`config.mk`:
```
export PLATFORM = sky130hd
export DESIGN_NAME = pic_frame_streamer
export DESIGN_NICKNAME = d
export VERILOG_FILES = /design/src/rtl/pic_frame_streamer_pkg.sv /design/src/rtl/pic_rom.sv /design/src/rtl/pic_frame_streamer.sv
export SDC_FILE = /design/constraint.sdc
export NUM_CORES = 1
export LEC_CHECK = 0
export CAP_MARGIN = 5
export CORE_ASPECT_RATIO = 0.8
export CORE_MARGIN = 2
export CORE_UTILIZATION = 55
export DETAILED_ROUTE_END_ITERATION = 8
export GPL_TIMING_DRIVEN = 1
export MAX_ROUTING_LAYER = met4
export PLACE_DENSITY_LB_ADDON = 0.25
export SETUP_SLACK_MARGIN = 0.5
export SYNTH_ARGS = -nofsm -noshare
export SYNTH_HDL_FRONTEND = slang
export SYNTH_SLANG_ARGS = --single-unit
```
`constraint.sdc`:
```
create_clock -name sys_clk -period 9.3 [get_ports sys_clk]
set_input_delay 0.93 -clock sys_clk [delete_from_list [all_inputs] [get_ports sys_clk]]
set_output_delay 0.93 -clock sys_clk [all_outputs]
set_load 0.02 [all_outputs]
```
`src/rtl/pic_frame_streamer_pkg.sv`:
```
// pic_frame_streamer_pkg: shared widths, defaults, FSM encoding and brightness scaling.
package pic_frame_streamer_pkg;
  localparam int PIX_W = 24;
  localparam int LED_NUM_DEF = 64;
  localparam int PIC_NUM_DEF = 4;

  typedef enum logic [1:0] {S_IDLE, S_READ, S_WAIT, S_SEND} state_t;

  function automatic logic [7:0] scale_ch(input logic [7:0] ch, input logic [7:0] b);
    return 8'(({8'd0, ch} * ({8'd0, b} + 16'd1)) >> 8);
  endfunction

  function automatic logic [PIX_W-1:0] scale_pix(input logic [PIX_W-1:0] px, input logic [7:0] b);
    return {scale_ch(px[23:16], b), scale_ch(px[15:8], b), scale_ch(px[7:0], b)};
  endfunction
endpackage

```
`src/rtl/pic_rom.sv`:
```
// pic_rom: 8x8 gesture icons (U green, D red, L blue, R white), {pic,index} address, 1-cycle read.
module pic_rom
  import pic_frame_streamer_pkg::*;
#(
  parameter int LED_NUM = LED_NUM_DEF,
  parameter int PIC_NUM = PIC_NUM_DEF,
  localparam int IW = $clog2(LED_NUM),
  localparam int PW = PIC_NUM > 1 ? $clog2(PIC_NUM) : 1
) (
  input  logic               clk_i,
  input  logic [PW+IW-1:0]   addr_i,
  output logic [PIX_W-1:0]   data_o
);
  function automatic logic [PIX_W-1:0] pix_fn(input int p, input int i);
    int r, c;
    r = i / 8;
    c = i % 8;
    return p == 0 ? ((((c == 1 || c == 6) && r >= 1 && r <= 6) || (r == 6 && c >= 1 && c <= 6)) ? 24'hFF0000 : 24'h0)
         : p == 1 ? (((c == 1 && r >= 1 && r <= 6) || ((r == 1 || r == 6) && c >= 1 && c <= 5) ||
                      (c == 6 && r >= 2 && r <= 5)) ? 24'h00FF00 : 24'h0)
         : p == 2 ? (((c == 1 && r >= 1 && r <= 6) || (r == 6 && c >= 1 && c <= 6)) ? 24'h0000FF : 24'h0)
         : p == 3 ? (((r == 0 && c <= 5) || r == 1 || c == 1 || (c == 6 && r >= 2 && r <= 3) || r == 4 ||
                      (r >= 5 && c == r)) ? 24'hFFFFFF : 24'h0)
         : 24'h0;
  endfunction

  int pic, idx;

  always_comb begin
    pic = int'(addr_i[PW+IW-1:IW]);
    idx = int'(addr_i[IW-1:0]);
  end

  always_ff @(posedge clk_i)
    data_o <= (pic >= PIC_NUM || idx >= LED_NUM) ? '0 : pix_fn(pic, idx);
endmodule

```
`src/rtl/pic_frame_streamer.sv`:
```
// pic_frame_streamer: streams one brightness-scaled picture per frame_req over a valid/ready pixel port,
// optionally auto-cycling pictures every CYCLE_FRAMES frames.
module pic_frame_streamer
  import pic_frame_streamer_pkg::*;
#(
  parameter int LED_NUM = LED_NUM_DEF,
  parameter int PIC_NUM = PIC_NUM_DEF,
  parameter int CYCLE_FRAMES = 60,
  localparam int IW = $clog2(LED_NUM),
  localparam int PW = PIC_NUM > 1 ? $clog2(PIC_NUM) : 1,
  localparam int CW = $clog2(CYCLE_FRAMES + 1)
) (
  input  logic             sys_clk,
  input  logic             sys_rst_n,
  input  logic [PW-1:0]    pic_sel,
  input  logic             pic_sel_vld,
  input  logic             mode,
  input  logic [7:0]       bright,
  input  logic             frame_req,
  output logic [PIX_W-1:0] pix_data,
  output logic             pix_vld,
  input  logic             pix_rdy,
  output logic             pix_last,
  output logic             busy,
  output logic             frame_done,
  output logic [PW-1:0]    cur_pic
);
  localparam logic [PW-1:0] PIC_MAX = PW'(PIC_NUM - 1);
  localparam logic [IW-1:0] IDX_LAST = IW'(LED_NUM - 1);
  localparam logic [CW-1:0] CNT_LAST = CW'(CYCLE_FRAMES - 1);

  state_t           state_q;
  logic [IW-1:0]    idx_q;
  logic [PW-1:0]    pic_f_q, cur_pic_q, cur_pic_d;
  logic [7:0]       bright_f_q;
  logic [CW-1:0]    cnt_q, cnt_d;
  logic [PIX_W-1:0] pix_data_q, rom_data;
  logic             pix_vld_q, pix_last_q, hs, adv;

  pic_rom #(.LED_NUM(LED_NUM), .PIC_NUM(PIC_NUM)) u_rom (
    .clk_i (sys_clk),
    .addr_i({pic_f_q, idx_q}),
    .data_o(rom_data)
  );

  assign hs = state_q == S_SEND && pix_rdy;
  assign frame_done = hs && pix_last_q;
  assign adv = mode && frame_done && cnt_q == CNT_LAST;

  // An explicit selection overrides a coinciding auto advance; the advance still clears the counter.
  always_comb begin
    cur_pic_d = pic_sel_vld ? (pic_sel > PIC_MAX ? '0 : pic_sel)
              : adv ? (cur_pic_q == PIC_MAX ? '0 : cur_pic_q + 1'b1) : cur_pic_q;
    cnt_d = !mode ? '0 : !frame_done ? cnt_q : cnt_q == CNT_LAST ? '0 : cnt_q + 1'b1;
  end

  always_ff @(posedge sys_clk or negedge sys_rst_n)
    if (!sys_rst_n) begin
      state_q    <= S_IDLE;
      idx_q      <= '0;
      pic_f_q    <= '0;
      bright_f_q <= '0;
      cur_pic_q  <= '0;
      cnt_q      <= '0;
      pix_data_q <= '0;
      pix_vld_q  <= 1'b0;
      pix_last_q <= 1'b0;
    end else begin
      cur_pic_q <= cur_pic_d;
      cnt_q     <= cnt_d;
      case (state_q)
        S_IDLE: if (frame_req) begin
          state_q    <= S_READ;
          idx_q      <= '0;
          pic_f_q    <= cur_pic_q;
          bright_f_q <= bright;
        end
        S_READ: state_q <= S_WAIT;
        S_WAIT: begin
          state_q    <= S_SEND;
          pix_vld_q  <= 1'b1;
          pix_data_q <= scale_pix(rom_data, bright_f_q);
          pix_last_q <= idx_q == IDX_LAST;
        end
        S_SEND: if (pix_rdy) begin
          state_q    <= pix_last_q ? S_IDLE : S_READ;
          idx_q      <= pix_last_q ? '0 : idx_q + 1'b1;
          pix_vld_q  <= 1'b0;
          pix_last_q <= 1'b0;
        end
        default: state_q <= S_IDLE;
      endcase
    end

  assign pix_data = pix_data_q;
  assign pix_vld  = pix_vld_q;
  assign pix_last = pix_last_q;
  assign busy     = state_q != S_IDLE;
  assign cur_pic  = cur_pic_q;
endmodule
```
# --- After elaboration in Yosys (flattened, before gate mapping) ---
# Cells that the tools add are included.
word_totals:
  register_bits: 76
  input_bits: 16
  output_inout_bits: 30
  wordCells: 113
classes:
  n_addsub: 4
  multipliers: 3
  magnitude_cmp: 12
  n_eq_ne: 18
  mux: 26
  reduce_logical: 40
ops:
  columns: ["op", "count"]
  rows:
  - ["24-bit two-way mux", 6]
  - ["32-bit zero test", 2]
  - ["6-bit two-way mux", 6]
  - ["8-bit by 16-bit multiplier with 16-bit output", 2]
  - ["1-bit logical AND", 17]
  - ["8-bit by 9-bit multiplier with 16-bit output", 1]
  - ["16-bit two-way mux", 1]
  - ["6-bit by 1-bit adder with 6-bit output (second input constant)", 2]
  - ["3-bit by 2-bit equality test with 1-bit output (second input constant)", 4]
  - ["6-bit equality test (second input constant)", 2]
  - ["3-bit less-or-equal comparator (second input constant)", 4]
  - ["1-bit logical OR", 12]
  - ["2-bit two-way mux", 6]
  - ["6-bit one-hot mux with 2 select lines", 1]
  - ["2-bit equality test (second input constant)", 5]
  - ["8-bit by 1-bit adder with 9-bit output (second input constant)", 1]
  - ["8-bit two-way mux", 1]
  - ["2-bit one-hot mux with 4 select lines", 1]
  - ["2-bit nonzero test", 4]
  - ["6-bit by 7-bit >= comparator with 1-bit output (second input constant)", 1]
  - ["3-bit by 1-bit >= comparator with 1-bit output (second input constant)", 2]
  - ["2-bit AND reduction", 3]
  - ["2-bit by 1-bit equality test with 1-bit output (second input constant)", 2]
  - ["2-bit inequality test (second input constant)", 2]
  - ["other kinds (13)", 15]

# --- Longest topological paths before layout ---
depth:
  depth_word: 12
  depth_mapped: 21
  depth_no_buf: 20

# --- Hierarchy ---
# From an unflattened synthesis, not the netlist that was laid out.
hier_totals:
  cells_unflattened: 992
  hier_area_um2: 9206.3
by_module_without_submodules:
  columns: ["module", "n_inst", "cells_per_inst", "area_per_inst_um2", "seq_area_each_um2"]
  rows:
  - ["pic_frame_streamer", 1, 928, 8734.6, 1301.2]
  - ["pic_rom", 1, 64, 471.7, 60.1]

# --- Worst setup path after synthesis ---
# Ideal clock, no wire load.
synth_timing:
  path_type: "reg2reg"
  from: "register bright_f_q[0]"
  to: "register pix_data_q[23] (netlist: pix_data[23])"
  setup_ns: 0.124
  arrival_time_ns: 5.272
  t_required_ns: 9.176
  setup_slack_ns: 3.904
  stages_incl_launch_ff: 22
  path_buffers: 2
  synth_period_minus_slack_ns: 5.396
  cell_sequence: "dfrtp_1 ha_1 buf_4 nand3_2 nor3_2 xor2_1 buf_2 and2_1 inv_1 fa_1 inv_1 fa_1 inv_1 fa_1 fa_1 inv_1 ha_1 a21o_1 a31o_2 o21ai_0 a21oi_1 a211o_1"
synth_between:
  elab_chain_cells: 2
synth_lines:
  columns: ["item", "line_no", "rtl"]
  rows:
  - ["from (decl)", "pic_frame_streamer.sv:35", "logic [7:0] bright_f_q;"]
  - ["from (signal assigned)", "pic_frame_streamer.sv:76", "bright_f_q <= bright;"]
  - ["8-bit by 1-bit adder with 9-bit output", "pic_frame_streamer_pkg.sv:10", "return 8'(({8'd0, ch} * ({8'd0, b} + 16'd1)) >> 8);"]
  - ["8-bit by 16-bit multiplier with 16-bit output", "pic_frame_streamer_pkg.sv:10", null]
  - ["to (signal assigned)", "pic_frame_streamer.sv:82", "pix_data_q <= scale_pix(rom_data, bright_f_q);"]
  - ["to (decl)", "pic_frame_streamer.sv:37", "logic [PIX_W-1:0] pix_data_q, rom_data;"]
# Every way passes these cells.
# A chain may end at the register's enable or synchronous reset.

# --- Worst setup path after layout ---
layout_timing:
  from: "register bright_f_q[0]"
  to: "register pix_data_q[7] (netlist: pix_data[7])"
layout_between:
  elab_chain_cells: 2
layout_lines:
  columns: ["item", "line_no"]
  rows:
  - ["8-bit by 1-bit adder with 9-bit output", "pic_frame_streamer_pkg.sv:10"]
  - ["8-bit by 9-bit multiplier with 16-bit output", "pic_frame_streamer_pkg.sv:10"]
# Every way passes these cells.

==> metrics <==
register area=1360 um^2; worst r2r path cells=18; Synth Instances=just over 900; Post-Place Setup Slack=2.89 ns; CTS clk-pin slew, worst paths=0.09 ns; P_sw=between 1.5 and 2 mW; clk sinks=55; All-Layer GR Usage=0.242; fraction of registers with async set/reset=0.945; io pins=46; # fillers=1273; area of the multi-input gates=6100 um^2; Antenna Nets Post-Route=0; count of buffer and inverter cells on the critical path=2; drt wl/cell=15.2 um; Sw Share=0.542; die area=between 15000 and 20000 um^2; GR Overflow Total=0; worst min path class=flip-flop to flip-flop; slowest library cell on the worst path=xor2_1; RePlAce Congestion=a little over 0.9; Syn Nets=around 1100; Clock Path Buffers=2; first-pass GRT wire length=a little over 30000 um; Synth area leader=ha_1; Layout Utilization=0.605; final count of pins violating max slew=0; synth top area cells=ha_1 (19%), fa_1 (16%), dfrtp_1 (16%); CP delay by family, top=adder cells; num rows=40; CP Depth=18; Critical Path Sink Type=flip-flop; clock share of power=0.068; initial antenna violation count=0; chip height=roughly 110 um; WL final=17500 um; Slew HR=0.279; Pre-antenna DRT Iters=5; RSZ-0062 raised after global routing=no; H-tree level count=2; fmax=about 150 MHz; Peak VDD IR=around 0.00027 V; total CTS buffers=5; Finished Cell Area=9000 um^2; max cap viols=0; Seq/Total Area, Yosys=0.165; drt drc=0; CTS Hold Buffers Added=0; # setup viols final=0; number of port buffers=45; share of layout cells above drive strength 1=0.0665; Post-Synthesis Cell Area=a little over 8000 um^2; hpwl dp=~14000 um; Worst Setup Slack, final=2.76 ns; Die Span X=roughly 140 um; post-placement cell area=roughly 8800 um^2; CP max FO=12; clock insertion delay at the later pin of the skew report=approximately 0.32 ns; CP cell instances=ha_1 > nand3_2 > nor3_2 > xor2_1 > nand2_1 > xor2_1 > ha_1 > inv_1 > fa_1 > fa_1 > fa_1 > inv_1 > ha_1 > a21oi_1 > a21boi_0 > a211oi_2 > nor4_1 > a311o_1; Synth Flop Type=dfrtp_1; 1st-iter DRT viols=435; Final Hold Viols=0; Mean Syn Cell Area=8.84 um^2; sequential share of power=0.140; Cell variety after synth=between 70 and 80; buffer count from post-CTS setup fixing=0; post-synth top area share=0.191; max incr delay on CP=about 0.86 ns; power per cell area=roughly 350 nW/um^2; number of global-route vias before repair=6379; Syn. warnings=0; Clock Skew=~0.016 ns; diode count=0; worst slew pin tran=1.08 ns; Seq cells post-synth=55; Pleak=between 4 and 5 nW; top-count cell post-synth=inv_1; synth cell count leaders=inv_1 (176), ha_1 (126), fa_1 (67), nand2_1 (67), dfrtp_1 (52); post-cts resize count=0; kind of critical path=flip-flop to flip-flop; Via-to-Cell Ratio=approximately 5.6; Tmin final=6.54 ns; CTS tree=yes; initial core utilization=0.556; CP Launch Type=flip-flop; status=finished clean; worst path arrival time=6.74 ns; FF-to-FF setup slack=around 2.8 ns; combinational power share=0.792; Worst EP required=around 9.5 ns; hold path depth=1; setup TNS=0 ns; Final #Nets=about 1200; vias after detailed routing=6407; EDFF count, synth=0; internal power=1.44 mW; area of the core=between 10000 and 15000 um^2; Area Growth Syn to Fin=8.95%; largest net degree at the start of global routing=53; root buffer cell=clkbuf_16; Final period util=0.703
## power by group through the flow
stage	sequential (mW)	clock [mW]	combinational [mW]
after floorplan	0.426	0	1.91
after global placement	0.442	0	2.43
after global routing	0.455	0.228	2.86
after CTS	0.439	0.220	2.50
after detailed placement	0.442	0	2.48
final	0.440	0.213	2.49
## cell usage in the layout (no fill, tap or decap), types with 6 or more instances in the layout
master / synthesis / layout
inv_1: 176 / 176
ha_1: 126 / 126
nand2_1: 67 / 67
fa_1: 67 / 67
dfrtp_1: 52 / 52
clkdlybuf4s50_1: 0 / 44
nor2_1: 40 / 40
xnor2_1: 34 / 34
a21oi_1: 34 / 34
o21ai_0: 28 / 28
xor2_1: 23 / 23
nand3_1: 21 / 21
mux2_2: 18 / 18
and2_1: 16 / 16
nor3_1: 16 / 16
a21o_1: 15 / 15
nor2b_1: 11 / 11
a31oi_1: 10 / 10
and3_1: 9 / 9
a31o_2: 8 / 8
nand2b_1: 7 / 7
o31ai_1: 7 / 7
mux2i_1: 6 / 6
a211oi_1: 6 / 6
## kinds of logic after synthesis
kind of cell | after synthesis | synth area share
AND/OR/NAND/NOR | 226 | 0.141
multiplexers | 24 | 0.0318
buffers and inverters | 207 | 0.0962
AO/OA/AOI/OAI | 166 | 0.141
flip-flops | 55 | 0.165
XOR/XNOR | 62 | 0.0710
adder cells (fa/ha/maj) | 194 | 0.355
## final cells by class
type | count | share of cell area
Clock inverter | 2 | 0.00209
Sequential cell | 55 | 0.151
Clock buffer | 6 | 0.0154
Tap cell | 189 | 0.0263
Inverter | 179 | 0.0747
Multi-Input combinational cell | 672 | 0.678
Timing Repair Buffer | 48 | 0.0520
## per-stage QoR
stage | hold WS (ns) | std cells | total power [mW]
finish | 0.503 | 1151 | 3.15
global route | 0.518 | 1151 | 3.54
CTS | 0.501 | 1151 | 3.16
detailed placement | 0.470 | 1143 | 2.93
global placement | 0.465 | 1143 | 2.88
floorplan | 0.477 | 934 | 2.34
## flip-flops by register name, summed over array words and instances, names as in the netlist
register / count
cnt_q: 6
bright_f_q: 8
u_rom.data_o: 3
pic_f_q: 2
pix_vld: 1
pix_data: 24
state_q: 2
cur_pic: 2
idx_q: 6
pix_last: 1
## path summary, 6_finish.rpt
path,start,endpoint
max in group asynchronous,sys_rst_n,pix_data[18]
worst min register to register,pix_data[17],pix_data[17]
worst max-delay path,bright_f_q[0],pix_data[7]
worst max register to register,bright_f_q[0],pix_data[7]
min in group asynchronous,sys_rst_n,pix_data[2]
worst min-delay path,pix_data[17],pix_data[17]
## layer usage
layer  track usage  wire [um]
met5             -          0
met2         0.370       7760
met4        0.0373        154
met1         0.350       8830
met3        0.0357        726
No activity file was read; power rests on OpenSTA's default activity.
